## src/rtl/mem_port_arbiter_if.sv

```systemverilog
// mem_port_arbiter_if: requester-side and MMU-side signal bundle for
// mem_port_arbiter. Requester vectors are indexed [1:0] (0 = Ibex data,
// 1 = Vicuna vector memory).
interface mem_port_arbiter_if #(
  parameter int unsigned MEM_W = 32
);
  localparam int unsigned BE_W = MEM_W / 8;

  // requester side
  logic [1:0]                  req;
  logic [1:0][31:0]            addr;
  logic [1:0]                  we;
  logic [1:0][BE_W-1:0]        be;
  logic [1:0][MEM_W-1:0]       wdata;
  logic [1:0]                  gnt;
  logic [1:0]                  rvalid;
  logic                        err;
  logic [MEM_W-1:0]            rdata;

  // MMU side
  logic                        mem_req;
  logic [31:0]                 mem_addr;
  logic                        mem_we;
  logic [BE_W-1:0]             mem_be;
  logic [MEM_W-1:0]            mem_wdata;
  logic                        mem_gnt;
  logic                        mem_rvalid;
  logic                        mem_err;
  logic [MEM_W-1:0]            mem_rdata;

  // arbiter view
  modport slave (
    input  req, addr, we, be, wdata,
    input  mem_gnt, mem_rvalid, mem_err, mem_rdata,
    output gnt, rvalid, err, rdata,
    output mem_req, mem_addr, mem_we, mem_be, mem_wdata
  );

  // requesters + MMU view
  modport master (
    output req, addr, we, be, wdata,
    output mem_gnt, mem_rvalid, mem_err, mem_rdata,
    input  gnt, rvalid, err, rdata,
    input  mem_req, mem_addr, mem_we, mem_be, mem_wdata
  );
endinterface

```

## src/rtl/mem_port_arbiter.sv

```systemverilog
// mem_port_arbiter: shares the single MMU memory port between two requesters.
// One transaction outstanding, round-robin on ties, responses routed to the
// owner. Optional response watchdog enabled by MEM_PORT_ARB_WATCHDOG_EN.
module mem_port_arbiter #(
  parameter int unsigned MEM_W          = 32,
  parameter int unsigned TIMEOUT_CYCLES = 255
) (
  input logic               clk,
  input logic               rst,   // asynchronous, active-low
  mem_port_arbiter_if.slave bus
);
  localparam int unsigned BE_W = MEM_W / 8;

  if (TIMEOUT_CYCLES < 1 || TIMEOUT_CYCLES > 65535) begin : g_bad_timeout
    $error("mem_port_arbiter: TIMEOUT_CYCLES out of range 1..65535");
  end

  typedef enum logic [1:0] {
    IDLE = 2'd0,
    REQ  = 2'd1,
    RESP = 2'd2
  } state_t;

  state_t            r_state;
  logic              r_owner;
  logic              r_last;
  logic              r_mem_req;
  logic [31:0]       r_mem_addr;
  logic              r_mem_we;
  logic [BE_W-1:0]   r_mem_be;
  logic [MEM_W-1:0]  r_mem_wdata;

  logic              w_any_req;
  logic              w_winner;
  logic              w_timeout;
  logic [1:0]        w_gnt;
  logic [1:0]        w_rvalid;
  logic              w_err;
  logic [MEM_W-1:0]  w_rdata;

`ifdef MEM_PORT_ARB_WATCHDOG_EN
  localparam logic [15:0] TO_LAST = 16'(TIMEOUT_CYCLES - 1);
  logic [15:0] r_wd_cnt;

  // Watchdog counter: cleared on entry to RESP, counts silent RESP cycles.
  always_ff @(posedge clk or negedge rst) begin
    if (!rst) begin
      r_wd_cnt <= '0;
    end else if (r_state == REQ && bus.mem_gnt) begin
      r_wd_cnt <= '0;
    end else if (r_state == RESP && !bus.mem_rvalid) begin
      r_wd_cnt <= r_wd_cnt + 16'd1;
    end
  end

  assign w_timeout = (r_state == RESP) && !bus.mem_rvalid && (r_wd_cnt == TO_LAST);
`else
  assign w_timeout = 1'b0;
`endif

  // Winner selection: single requester wins outright, ties go to ~last.
  always_comb begin
    w_any_req = |bus.req;
    w_winner  = 1'b0;
    unique case (bus.req)
      2'b01:   w_winner = 1'b0;
      2'b10:   w_winner = 1'b1;
      2'b11:   w_winner = ~r_last;
      default: w_winner = 1'b0;
    endcase
  end

  // Control FSM with registered downstream request and payload.
  always_ff @(posedge clk or negedge rst) begin
    if (!rst) begin
      r_state     <= IDLE;
      r_owner     <= 1'b0;
      r_last      <= 1'b1;
      r_mem_req   <= 1'b0;
      r_mem_addr  <= '0;
      r_mem_we    <= 1'b0;
      r_mem_be    <= '0;
      r_mem_wdata <= '0;
    end else begin
      unique case (r_state)
        IDLE: begin
          if (w_any_req) begin
            r_owner     <= w_winner;
            r_last      <= w_winner;
            r_mem_req   <= 1'b1;
            r_mem_addr  <= bus.addr[w_winner];
            r_mem_we    <= bus.we[w_winner];
            r_mem_be    <= bus.be[w_winner];
            r_mem_wdata <= bus.wdata[w_winner];
            r_state     <= REQ;
          end
        end
        REQ: begin
          if (bus.mem_gnt) begin
            r_mem_req <= 1'b0;
            r_state   <= RESP;
          end
        end
        RESP: begin
          if (bus.mem_rvalid || w_timeout) begin
            r_state <= IDLE;
          end
        end
        default: r_state <= IDLE;
      endcase
    end
  end

  // Grant/response steering to the owner; rdata/err zero without rvalid.
  always_comb begin
    w_gnt    = '0;
    w_rvalid = '0;
    w_err    = 1'b0;
    w_rdata  = '0;
    if (r_state == REQ) begin
      w_gnt[r_owner] = bus.mem_gnt;
    end
    if (r_state == RESP) begin
      if (bus.mem_rvalid) begin
        w_rvalid[r_owner] = 1'b1;
        w_err             = bus.mem_err;
        w_rdata           = bus.mem_rdata;
      end else if (w_timeout) begin
        w_rvalid[r_owner] = 1'b1;
        w_err             = 1'b1;
      end
    end
  end

  assign bus.gnt       = w_gnt;
  assign bus.rvalid    = w_rvalid;
  assign bus.err       = w_err;
  assign bus.rdata     = w_rdata;
  assign bus.mem_req   = r_mem_req;
  assign bus.mem_addr  = r_mem_addr;
  assign bus.mem_we    = r_mem_we;
  assign bus.mem_be    = r_mem_be;
  assign bus.mem_wdata = r_mem_wdata;
endmodule

```

## src/flat_wrapper.sv

```systemverilog
// flat-port wrapper written by rule: the top's interface ports become plain ports
module mem_port_arbiter_flat 
#(
  parameter int unsigned MEM_W          = 32,
  parameter int unsigned TIMEOUT_CYCLES = 255
)
  (clk, rst, bus_req, bus_addr, bus_we, bus_be, bus_wdata, bus_mem_gnt, bus_mem_rvalid, bus_mem_err, bus_mem_rdata, bus_gnt, bus_rvalid, bus_err, bus_rdata, bus_mem_req, bus_mem_addr, bus_mem_we, bus_mem_be, bus_mem_wdata);
  mem_port_arbiter_if #(.MEM_W(MEM_W)) bus_i ();
  input logic clk;
  input logic rst;
  input wire logic [$bits(bus_i.req)-1:0] bus_req;
  input wire logic [$bits(bus_i.addr)-1:0] bus_addr;
  input wire logic [$bits(bus_i.we)-1:0] bus_we;
  input wire logic [$bits(bus_i.be)-1:0] bus_be;
  input wire logic [$bits(bus_i.wdata)-1:0] bus_wdata;
  input wire logic [$bits(bus_i.mem_gnt)-1:0] bus_mem_gnt;
  input wire logic [$bits(bus_i.mem_rvalid)-1:0] bus_mem_rvalid;
  input wire logic [$bits(bus_i.mem_err)-1:0] bus_mem_err;
  input wire logic [$bits(bus_i.mem_rdata)-1:0] bus_mem_rdata;
  output wire logic [$bits(bus_i.gnt)-1:0] bus_gnt;
  output wire logic [$bits(bus_i.rvalid)-1:0] bus_rvalid;
  output wire logic [$bits(bus_i.err)-1:0] bus_err;
  output wire logic [$bits(bus_i.rdata)-1:0] bus_rdata;
  output wire logic [$bits(bus_i.mem_req)-1:0] bus_mem_req;
  output wire logic [$bits(bus_i.mem_addr)-1:0] bus_mem_addr;
  output wire logic [$bits(bus_i.mem_we)-1:0] bus_mem_we;
  output wire logic [$bits(bus_i.mem_be)-1:0] bus_mem_be;
  output wire logic [$bits(bus_i.mem_wdata)-1:0] bus_mem_wdata;
  assign bus_i.req = bus_req;
  assign bus_i.addr = bus_addr;
  assign bus_i.we = bus_we;
  assign bus_i.be = bus_be;
  assign bus_i.wdata = bus_wdata;
  assign bus_i.mem_gnt = bus_mem_gnt;
  assign bus_i.mem_rvalid = bus_mem_rvalid;
  assign bus_i.mem_err = bus_mem_err;
  assign bus_i.mem_rdata = bus_mem_rdata;
  assign bus_gnt = bus_i.gnt;
  assign bus_rvalid = bus_i.rvalid;
  assign bus_err = bus_i.err;
  assign bus_rdata = bus_i.rdata;
  assign bus_mem_req = bus_i.mem_req;
  assign bus_mem_addr = bus_i.mem_addr;
  assign bus_mem_we = bus_i.mem_we;
  assign bus_mem_be = bus_i.mem_be;
  assign bus_mem_wdata = bus_i.mem_wdata;
  mem_port_arbiter #(.MEM_W(MEM_W), .TIMEOUT_CYCLES(TIMEOUT_CYCLES)) u_core (.clk(clk), .rst(rst), .bus(bus_i));
endmodule
```

## config.mk

```make
export PLATFORM = sky130hd
export DESIGN_NAME = mem_port_arbiter_flat
export DESIGN_NICKNAME = d
export VERILOG_FILES = /design/src/rtl/mem_port_arbiter_if.sv /design/src/rtl/mem_port_arbiter.sv /design/src/flat_wrapper.sv
export SDC_FILE = /design/constraint.sdc
export NUM_CORES = 1
export LEC_CHECK = 0
export CAP_MARGIN = 20
export CORE_MARGIN = 2
export CORE_UTILIZATION = 36
export DETAILED_ROUTE_END_ITERATION = 16
export MAX_ROUTING_LAYER = met4
export PLACE_DENSITY = 0.82
export SYNTH_ARGS = -nofsm -noshare
export SYNTH_HDL_FRONTEND = slang
export SYNTH_SLANG_ARGS = --single-unit
```

## constraint.sdc

```tcl
create_clock -name clk -period 1.84 [get_ports clk]
set_input_delay 0.368 -clock clk [delete_from_list [all_inputs] [get_ports clk]]
set_output_delay 0.368 -clock clk [all_outputs]
set_load 0.02 [all_outputs]
```

# Word-level counts from Yosys, hierarchy flattened
# Cells that the tools add are included.
# op_classes
order_cmp	3
eq_ne	7
mux	25
bitwise	2
reduce_logical	7
# op_table
operator	n
32-bit two-way mux	6
2-bit two-way mux	6
4-bit two-way mux	2
1-bit two-way mux	7
2-bit equality test (second input constant)	3
2-bit one-hot mux with 3 select lines	1
3-bit AND reduction	2
1-bit by 2-bit less-than comparator with 1-bit output (second input constant)	2
2-bit != test (second input constant)	2
1-bit one-hot mux with 2 select lines	2
2-bit AND	1
2-bit by 1-bit equality test with 1-bit output (second input constant)	1
2-bit zero test	1
2-bit by 1-bit != test with 1-bit output (second input constant)	1
2-bit AND reduction	1
2-bit nonzero test	1
2-bit OR reduction	1
1-bit demux with 1-bit select	1
1-bit >= comparator (second input constant)	1
1-bit logical AND	1
1-bit NOT	1
# word_totals
reg_bits	74
inputBits	177
out_inout_bits	107
elab_cells	52

# Logic depth before layout (Yosys ltp)
# logic_depth
word_depth	6
ltp_mapped	5
mapped_depth_nobuf	3

# Worst setup path after synthesis
# No wires, ideal clock.
# synth_timing
kind	flip-flop to flip-flop
from	register u_core.r_last
to	register u_core.r_mem_addr[19] (netlist: u_core.bus.mem_addr[19])
setup_time_ns	0.125
t_arrival_ns	1.467
required_time_ns	1.715
path_slack_ns	0.249
stages_incl_launch_ff	6
n_path_buf	2
synth_period_minus_slack_ns	1.591
cell_sequence	dfstp_2 -> a21bo_1 -> buf_6 -> buf_6 -> mux2_4 -> mux2_2
# synth_between
elab_chain_len	4
# synth_rtl
element	line_no	text
start, declared	mem_port_arbiter.sv:26	logic r_last;
start signal, assigned	mem_port_arbiter.sv:89	r_last <= w_winner;
1-bit NOT	mem_port_arbiter.sv:68	2'b11: w_winner = ~r_last;
1-bit one-hot mux with 2 select lines	mem_port_arbiter.sv:65	unique case (bus.req)
32-bit two-way mux (not written as such) (2 in series)	mem_port_arbiter.sv:91	r_mem_addr <= bus.addr[w_winner];
end signal, assigned	mem_port_arbiter.sv:91	
end, declared	mem_port_arbiter.sv:28	logic [31:0] r_mem_addr;
# Every way passes these cells. The select of a mux whose other input is x is not followed.
# A chain may end at the register's enable or synchronous reset.

# Worst setup path in the final report
# layout_timing
from	input bus_req[0]
to	register u_core.r_mem_we (netlist: u_core.bus.mem_we)
# layout_between
elab_chain_len	4
word_cells_on_any_way	7
classes_between	eq/ne: 2; mux: 3; reduce/logical: 2
# layout_rtl
element	line_no	text
start, declared	flat_wrapper.sv:11	input wire logic [$bits(bus_i.req)-1:0] bus_req;
2-bit equality test	mem_port_arbiter.sv:65	
1-bit one-hot mux with 2 select lines	mem_port_arbiter.sv:65	
1-bit two-way mux (not written as such) (2 in series)	mem_port_arbiter.sv:92	r_mem_we <= bus.we[w_winner];
end signal, assigned	mem_port_arbiter.sv:92	
end, declared	mem_port_arbiter.sv:29	logic r_mem_we;
# Parallel ways exist; a longest one is shown, timed or not. The select of a mux whose other input is x is not followed.

==> key figures <==
Power
  – Power consumption: 10.8 mW
  – Pwr dens: 1450 nW/µm²
  – Peak VDD IR: about 0.7 mV
  – Leak: approximately 3.3 nW

Synthesis
  – Yosys top cell by area: dfrtp_1
  – Yosys cell types: 20
  – Mapped Area: between 4000 and 5000 µm²
  – Post-synth EDFFs: 0
  – Synth area leaders: dfrtp_1 (44%), mux2_4 (25%), mux2_2 (19%), and2_1 (5.0%), buf_6 (2.2%)
  – Synth warn: 0
  – Share of the synthesized area in the top cell type: around 44%
  – Most frequent cell after synthesis: dfrtp_1
  – Ys async rst share: between 90% and 100%
  – Register area share after synthesis: 44.9%
  – Top_reg_cell synth: dfrtp_1
  – Post-Syn Area per Cell: ~14 µm²
  – Syn nets: 462
  – Synth cell count leaders: dfrtp_1 (73), mux2_2 (69), mux2_4 (69), and2_1 (33), buf_6 (8)
  – Syn Inst Count: 285
  – Seq cells post-synth: 74

Worst setup path
  – Worst Path Class, Setup: in -> reg
  – Critical path endpoint category: flip-flop
  – Required time of the worst setup path: between 2 and 2.5 ns
  – Top fanout value on the critical path: 35
  – Setup crit start kind: primary input
  – Critical Path AT: 1.95 ns

Drt
  – Drt pass-1 iters: 4
  – WL final: approximately 12000 µm
  – Routed len/inst: about 17 µm
  – DRC violations left: 0
  – Routed vias: approximately 3400
  – Vias/cell: ~4.7
  – First-iteration detailed-routing DRC count: 71
  – Final ANT Viol Nets: 0

STA
  – Worst slew pin tran: 0.349 ns
  – Slew Limit Fails: 0
  – Fin. Hold Viols: 0
  – Final period utilization: a little over nine tenths
  – # setup viols final: 0
  – Min Tclk post-route: between 1.5 and 2 ns
  – Rel. slew slack: 76.8%
  – Setup Skew: approximately 0.0059 ns
  – RSZ-0062 raised after global routing: yes
  – Peak Freq: ~570 MHz

Run
  – Total of max-cap violations: 0

Floorplanning
  – Cell Rows: 39
  – Die Area: between 10000 and 15000 µm²
  – Die H: between 100 and 150 µm
  – Die Wd: ~110 µm
  – Core Region: 11300 µm²
  – Initial cell density of the core: between 30% and 40%
  – I/O pin cnt: ~280

Final layout
  – Final Util: 65.8%
  – Final #Nets: around 750
  – Fill count: a little under 900
  – Antenna cells: 0
  – Multi-input logic area: 2160 µm²
  – Register area: 1850 µm²
  – Layout Area Growth over Synthesis: 80.6%
  – Fraction of layout cells with a size suffix above 1: between 30% and 40%

Global route
  – GRT Total Usage: 20.8%
  – GR Overflow Total: 0
  – First-pass GRT wire length: ~20000 µm
  – Initial antenna violation count: 0
  – Vias in the first global route: 3787
  – Pin count of the biggest net entering global routing: 36

Clock network
  – Root buf cell: clkbuf_16
  – Latest clock arrival within the worst-skew pair: roughly 0.32 ns
  – CTS H-tree lvls: 3
  – CTS sink cnt: 74
  – Worst-path clk slew: about 0.060 ns
  – CTS buffer count: 9
  – CTS tree: yes
  – Max clock buf depth: 2

Placed design
  – GPL Wtd Cong: 0.819
  – PortBufs: approximately 280
  – Hpwl dp: around 10000 µm

Run status
  – Status: finished, final reports clean

Worst hold path
  – Hold Path Class: in -> reg
## cell families after synthesis
kind of cell | count (synthesis) | share of synthesized area (%)
multiplexers | 138 | 43.9
AO/OA/AOI/OAI | 7 | 1.15
AND/OR/NAND/NOR | 46 | 6.49
buffers and inverters | 20 | 3.49
flip-flops | 74 | 44.9
## worst paths after layout
check	startpoint	depth (start not counted)	slack, ns	to
max in group asynchronous	rst	3	0.76	u_core.r_last
hold reg to reg	u_core.bus.mem_req	2	0.48	u_core.bus.mem_req
hold / removal	bus_mem_rvalid	2	0.43	u_core.r_state[1]
min in group asynchronous	rst	2	0.49	u_core.bus.mem_wdata[20]
setup reg to reg	u_core.r_last	4	0.11	u_core.bus.mem_we
setup / recovery	bus_req[0]	5	0.09	u_core.bus.mem_we
## power by group
part           switching, mW  internal [mW]  leakage [nW]
logic                   2.59           3.31          2.31
registers              0.428           2.49         0.865
clock network          0.632           1.37         0.167
total                   3.65           7.17          3.34
## worst max-delay path, cell delays in order
cell and delay [ns]:
clkdlybuf4s50_1 0.50, a21bo_4 0.17, buf_12 0.26, mux2_4 0.33, mux2_2 0.26
## sequential cells by signal (all words and copies together) (netlist names)
signal,flops
u_core.bus.mem_wdata,32
u_core.bus.mem_req,1
u_core.bus.mem_we,1
u_core.r_last,1
u_core.bus.mem_addr,32
u_core.bus.mem_be,4
u_core.r_owner,1
u_core.r_state,2
## metal layers
layer  share of wire (%)  global-route usage (%)  wire length (µm)
met1                  34                    20.0              4180
met2                  58                    41.0              7120
met3                 5.8                    3.72               721
met4                 2.8                    7.90               340
met5                   0                       -                 0
## cell type report
cell class,instances,area share [%]
Timing Repair Buffer,299,39.1
Multi-Input combinational cell,191,28.9
Sequential cell,74,24.9
Clock buffer,12,3.31
Tap cell,143,2.40
Clock inverter,4,1.33
Inverter,1,0.0504
## repair_timing
item / CTS / global route
resized for setup: 168 / 10
endpoints found under the hold margin: 25 / 0
hold buffers: 1 / 0
setup buffers: 1 / 0
endpoints found under the setup margin: 37 / 20
cloned: 1 / 0
pin swaps: 1 / 1
## placed cells by master (no fill, tap or decap), drive strengths merged, types with 2 or more instances in the layout
cell | netlist | routed
o21ai | 3 | 3
dfrtp | 73 | 73
nor3 | 3 | 3
clkdlybuf4s50 | 0 | 244
bufinv | 0 | 3
clkbuf | 4 | 13
and2 | 33 | 33
nor2 | 4 | 4
mux2 | 138 | 138
nand2 | 3 | 3
nand2b | 2 | 2
buf | 15 | 52
## per-stage QoR
step	instance area [µm²]	setup slack, ns	TNS, ns	std cells	hold WS (ns)
after global routing	7450	-0.0178	-0.0178	724	0.431
after CTS	7470	0.00422	0	725	0.431
after global placement	7200	-0.547	-31.60	706	0.302
final	7450	0.0867	0	724	0.432
after floorplan	4130	0.249	0	285	0.0724
after detailed placement	7200	-0.589	-34.69	706	0.301
Note: power is estimated with default switching activity, not from simulation.
==> variant 1, RTL diff (config.mk and constraints unchanged) <==
Encoding of `state_t`: now one-hot (3 bits for 3 states).
--- a/src/rtl/mem_port_arbiter.sv
+++ b/src/rtl/mem_port_arbiter.sv
@@ -17,6 +17,6 @@
 
-  typedef enum logic [1:0] {
-    IDLE = 2'd0,
-    REQ  = 2'd1,
-    RESP = 2'd2
+  typedef enum logic [2:0] {
+    IDLE = 3'b001,
+    REQ  = 3'b010,
+    RESP = 3'b100
   } state_t;
Formal check against the unedited RTL: no difference found for any inputs over 4 cycles, from zero or initial values and one cycle with rst low; so few cycles prove little.
==> variant 1 against the unedited design <==
The flow now finishes with violations (setup timing). Synthesized area rose by 2.6%. Sequential cell count is 1 higher. Setup slack lost 0.11 ns. Via count up 20%. Final area rose by 3.9%. Power increased by 8.7%. Routed wire length is 22% higher. Sequential share of layout area is 0.57 points lower. Core utilization rose by 1.7 points. Non-clock buffer count increased by 6. Hold slack got worse by 0.43 ns. Combinational power up 18%. Critical path type is now reg2out. Critical endpoint is now bus_rdata[11].
==> variant 1: results (changes against the unedited design) <==
[global_routing]
grtUsageTotal_pct=23.9  ; +3.1 points
grt_pass1_vias=4318  ; +14%
grt_pass1_wl_mm=23.3  ; +19%
grt_max_degree=48  ; +33%

[pwr]
ir_drop_v=0.000912  ; +28%
p_switching_mw=4.47  ; +22%
p_leak_nw=2.94  ; -12%
pwr-share-comb_pct=59.4  ; +4.8 points
pg_comb_mw=6.99  ; +18%
p_seq_mw=3.08  ; +5%

[worst_setup_path]
rrSetupSlack_ns=0.14  ; +0.03 ns
arrival_ns=1.49  ; -0.46 ns
crit_fanout=8  ; -77%

[synthesis]
avgSynthCellArea_um2=13.2  ; -8.9%
synth_area_leaders=dfrtp_1 43%, a2bb2oi_2 24%, o32ai_1 14%
syn_nets=498  ; +7.8%
synth_common_cells=73 x dfrtp_1, 69 x a2bb2oi_2, 69 x o32ai_1
synth_seq_area_share_pct=44.4  ; -0.51 points
async_flop_share_pct=100  ; unchanged
yosysWarnings=0  ; unchanged
yosysUniqueCellTypes=30  ; +50%

[sta]
fin_skew_ns=0.00729  ; +0.00141 ns
hold_ws_ns=0.00470  ; -0.427 ns
tns_ns=-0.135  ; -0.135 ns
fin_ws_ns=-0.0207  ; -0.107 ns
worst_pin_slew_ns=0.483  ; +0.134 ns
setup_violations=8  ; +8

[clocking]
path_clk_slew_ns=0.06  ; about the same
postCtsSetupRepairBufs=0  ; -1
cts.repair.resized=215  ; +28%
clk_latency_ns=0.32  ; about the same
root_buffer=clkbuf_16

[floorplanning]
design.core.area_um2=11500  ; +1.3%

[placement]
dp.cells=726  ; +2.8%
dpl.hpwl_mm=10.9  ; +8.3%
dp_slack_ns=-0.544  ; +0.0449 ns
place_congestion=0.714  ; -13%
place_area_um2=7270  ; +1.0%
io_buffers=283  ; unchanged

[worst_hold_path]
hp-class=in2async

[route]
drt-vias-per-instance=5.43  ; +16%
firstDrtPassIters=4  ; unchanged
drt_iter0_markers=191  ; +170%
drt-total-wl_mm=15.1  ; +22%
vias=4054  ; +20%

[final_layout]
fillerInstances=848  ; -2.1%
ff_latch_area_um2=1880  ; +1.5%
final_layout_size_suffix_gt1_share_pct=32.5  ; -4.0 points
final_nets=776  ; +3.1%

[outcome]
status=finished, violations left
violations=setup timing

==> variant 1: cell count changes in the layout (fill, tap and decap cells not counted), moves of 7 or more <==
cell	before	now
a2bb2oi_2	0	69
mux2_2	69	0
mux2_4	69	0
o32ai_1	0	69
and2_4	1	36
and2_1	32	0
buf_6	4	35
buf_2	18	2
buf_4	23	11
and4_4	0	7
==> variant 1: cell type report <==
class,instances,share of cell area [%]
repair buffers,305,41.1
multi-input cells,204,28.3
flip-flops and latches,75,24.3
clock buffers,11,3.01
well taps,143,2.31
clock inverters,5,0.727
inverters,4,0.291
==> variant 1: metal layers <==
| layer | track usage [%] | part of all wire, % | vias to the layer above |
|---|---|---|---|
| met1 | 28.8 | 40 | 2008 |
| met4 | 5.69 | 1.4 | 0 |
| met5 | - | 0 | - |
| met3 | 4.37 | 5.4 | 18 |
| li1 | - | - | 1870 |
| met2 | 41.7 | 54 | 158 |
==> variant 1: cells by family (layout without fill, tap and decap cells) <==
logic type / Yosys count / in the layout / share of synthesized area (%)
and+or+nand+nor: 50 / 56 / 7.54
buffers and inverters: 48 / 325 / 7.83
DFF: 75 / 75 / 44.4
AOI/OAI and AO/OA: 148 / 148 / 40.2
==> variant 1: final timing paths <==
check	from	to	depth (start not counted)
setup / recovery	u_core.r_state[0]	bus_rdata[11]	4
hold / removal	rst	u_core.bus.mem_addr[23]	1
setup reg to reg	u_core.r_state[0]	u_core.bus.mem_wdata[9]	5
hold reg to reg	u_core.bus.mem_addr[0]	u_core.bus.mem_addr[0]	1
max in group asynchronous	rst	u_core.bus.mem_addr[27]	2
min in group clk	u_core.bus.mem_addr[0]	u_core.bus.mem_addr[0]	1
==> variant 1: critical path: stages, from the launching register on <==
cell	delay, ns
dfstp_2	0.56
clkinv_4	0.10
and4_4	0.24
and2_4	0.15
buf_6	0.12
==> variant 2, RTL diff (same settings) <==
Without the edit above. Build with the macro `MEM_PORT_ARB_WATCHDOG_EN` defined.
--- a/src/rtl/mem_port_arbiter.sv
+++ b/src/rtl/mem_port_arbiter.sv
@@ -3,2 +3,4 @@
 // owner. Optional response watchdog enabled by MEM_PORT_ARB_WATCHDOG_EN.
+`define MEM_PORT_ARB_WATCHDOG_EN
+
 module mem_port_arbiter #(
Behaviour: same outputs for any inputs over 4 cycles, from zero or initial values and one cycle with rst low; that may be too few to reach the edited logic, so the function may still have changed.
==> variant 2 against the unedited design <==
Final area is 17% higher. Power is 4.8% higher. Synthesized area is 10% higher. Register-to-register slack worse by 0.17 ns. The run now ends with setup timing left. Cell count is 34% higher. Routed wire length is 40% higher. Via count is 41% higher. Sequential share of layout area is 0.96 points higher. Sequential cell count is 16 higher. Setup slack worse by 0.53 ns. Largest cell class unchanged. Critical path depth stayed put. Synthesized cell count is 61% higher. Largest power group unchanged. Sequential power is 13% higher.
==> variant 2: results (changes against the unedited design) <==
[worst_setup_path]
cp-startpoint=u_core.r_state[1]
rrSetupSlack_ns=-0.06  ; -0.17 ns
ff2ff_path_depth=7  ; +3
crit_fanout=3  ; -91%
crit_type=reg2out
critPathSlowestCell=or3b_4
cp-endpoint=bus_rvalid[0]

[pwr]
pwr-share-comb_pct=55.4  ; +0.8 points
p_int_mw=6.88  ; -3.9%
ir_drop_v=0.000724  ; +1.3%
p_leak_nw=3.79  ; +14%

[sta]
fin_ws_ns=-0.441  ; -0.528 ns
setup_violations=39  ; +39
maxSlewHeadroom_pct=74.6  ; -2.1 points
fin_skew_ns=0.00823  ; +0.00235 ns

[outcome]
violations=setup timing
status=finished, violations left

[placement]
dpl.hpwl_mm=12.4  ; +23%
place_area_um2=7930  ; +10%
dp_slack_ns=-0.909  ; -0.319 ns
dp.cells=928  ; +31%

[clocking]
postCtsSetupRepairBufs=12  ; +11
clk_latency_ns=0.34  ; +0.02 ns

[route]
vias=4791  ; +41%
drt-met1-wl_mm=6.58  ; +57%
routed-wl-met2_mm=9.38  ; +32%
wl_met3_um=935  ; +30%

[synthesis]
syn_nets=637  ; +38%
avgSynthCellArea_um2=9.95  ; -31%
synth_area_leaders=dfrtp_1 49%, mux2i_1 15%, o21ai_0 8.0%
synth_seq_area_share_pct=49.5  ; +4.5 points

[global_routing]
met2_usage_pct=42.4  ; +1.4 points
grt_pass1_wl_mm=24.9  ; +27%
gr-usage-met3_pct=5.81  ; +2.1 points

[worst_hold_path]
hp-class=reg2reg
holdPathEnd=u_core.bus.mem_addr[5]

[final_layout]
final_layout_size_suffix_gt1_share_pct=22.1  ; -14 points

[variant 2: cell count changes after synthesis, moves of 34 or more]
cell | unedited run | this run
and3_1 | 0 | 34
mux2_2 | 69 | 0
mux2_4 | 69 | 0
mux2i_1 | 0 | 70
nand2_1 | 3 | 80
o21ai_0 | 2 | 73
[variant 2: final cells by class]
| type | count | area (um2) |
|---|---|---|
| Clock buffer | 12 | 246 |
| Clock inverter | 4 | 35.0 |
| Fill cell | 897 | 3740 |
| Inverter | 5 | 18.8 |
| Multi-Input combinational cell | 329 | 2360 |
| Sequential cell | 90 | 2250 |
| Tap cell | 172 | 215 |
| Timing Repair Buffer | 358 | 3590 |
[variant 2: logic make-up after synthesis]
group / synth area share [%]
AND/OR/NAND/NOR: 16.4
flip-flops: 49.5
multiplexers: 15.4
buffers and inverters: 3.95
AO/OA/AOI/OAI: 12.3
XOR/XNOR: 1.92
adder cells (fa/ha/maj): 0.549
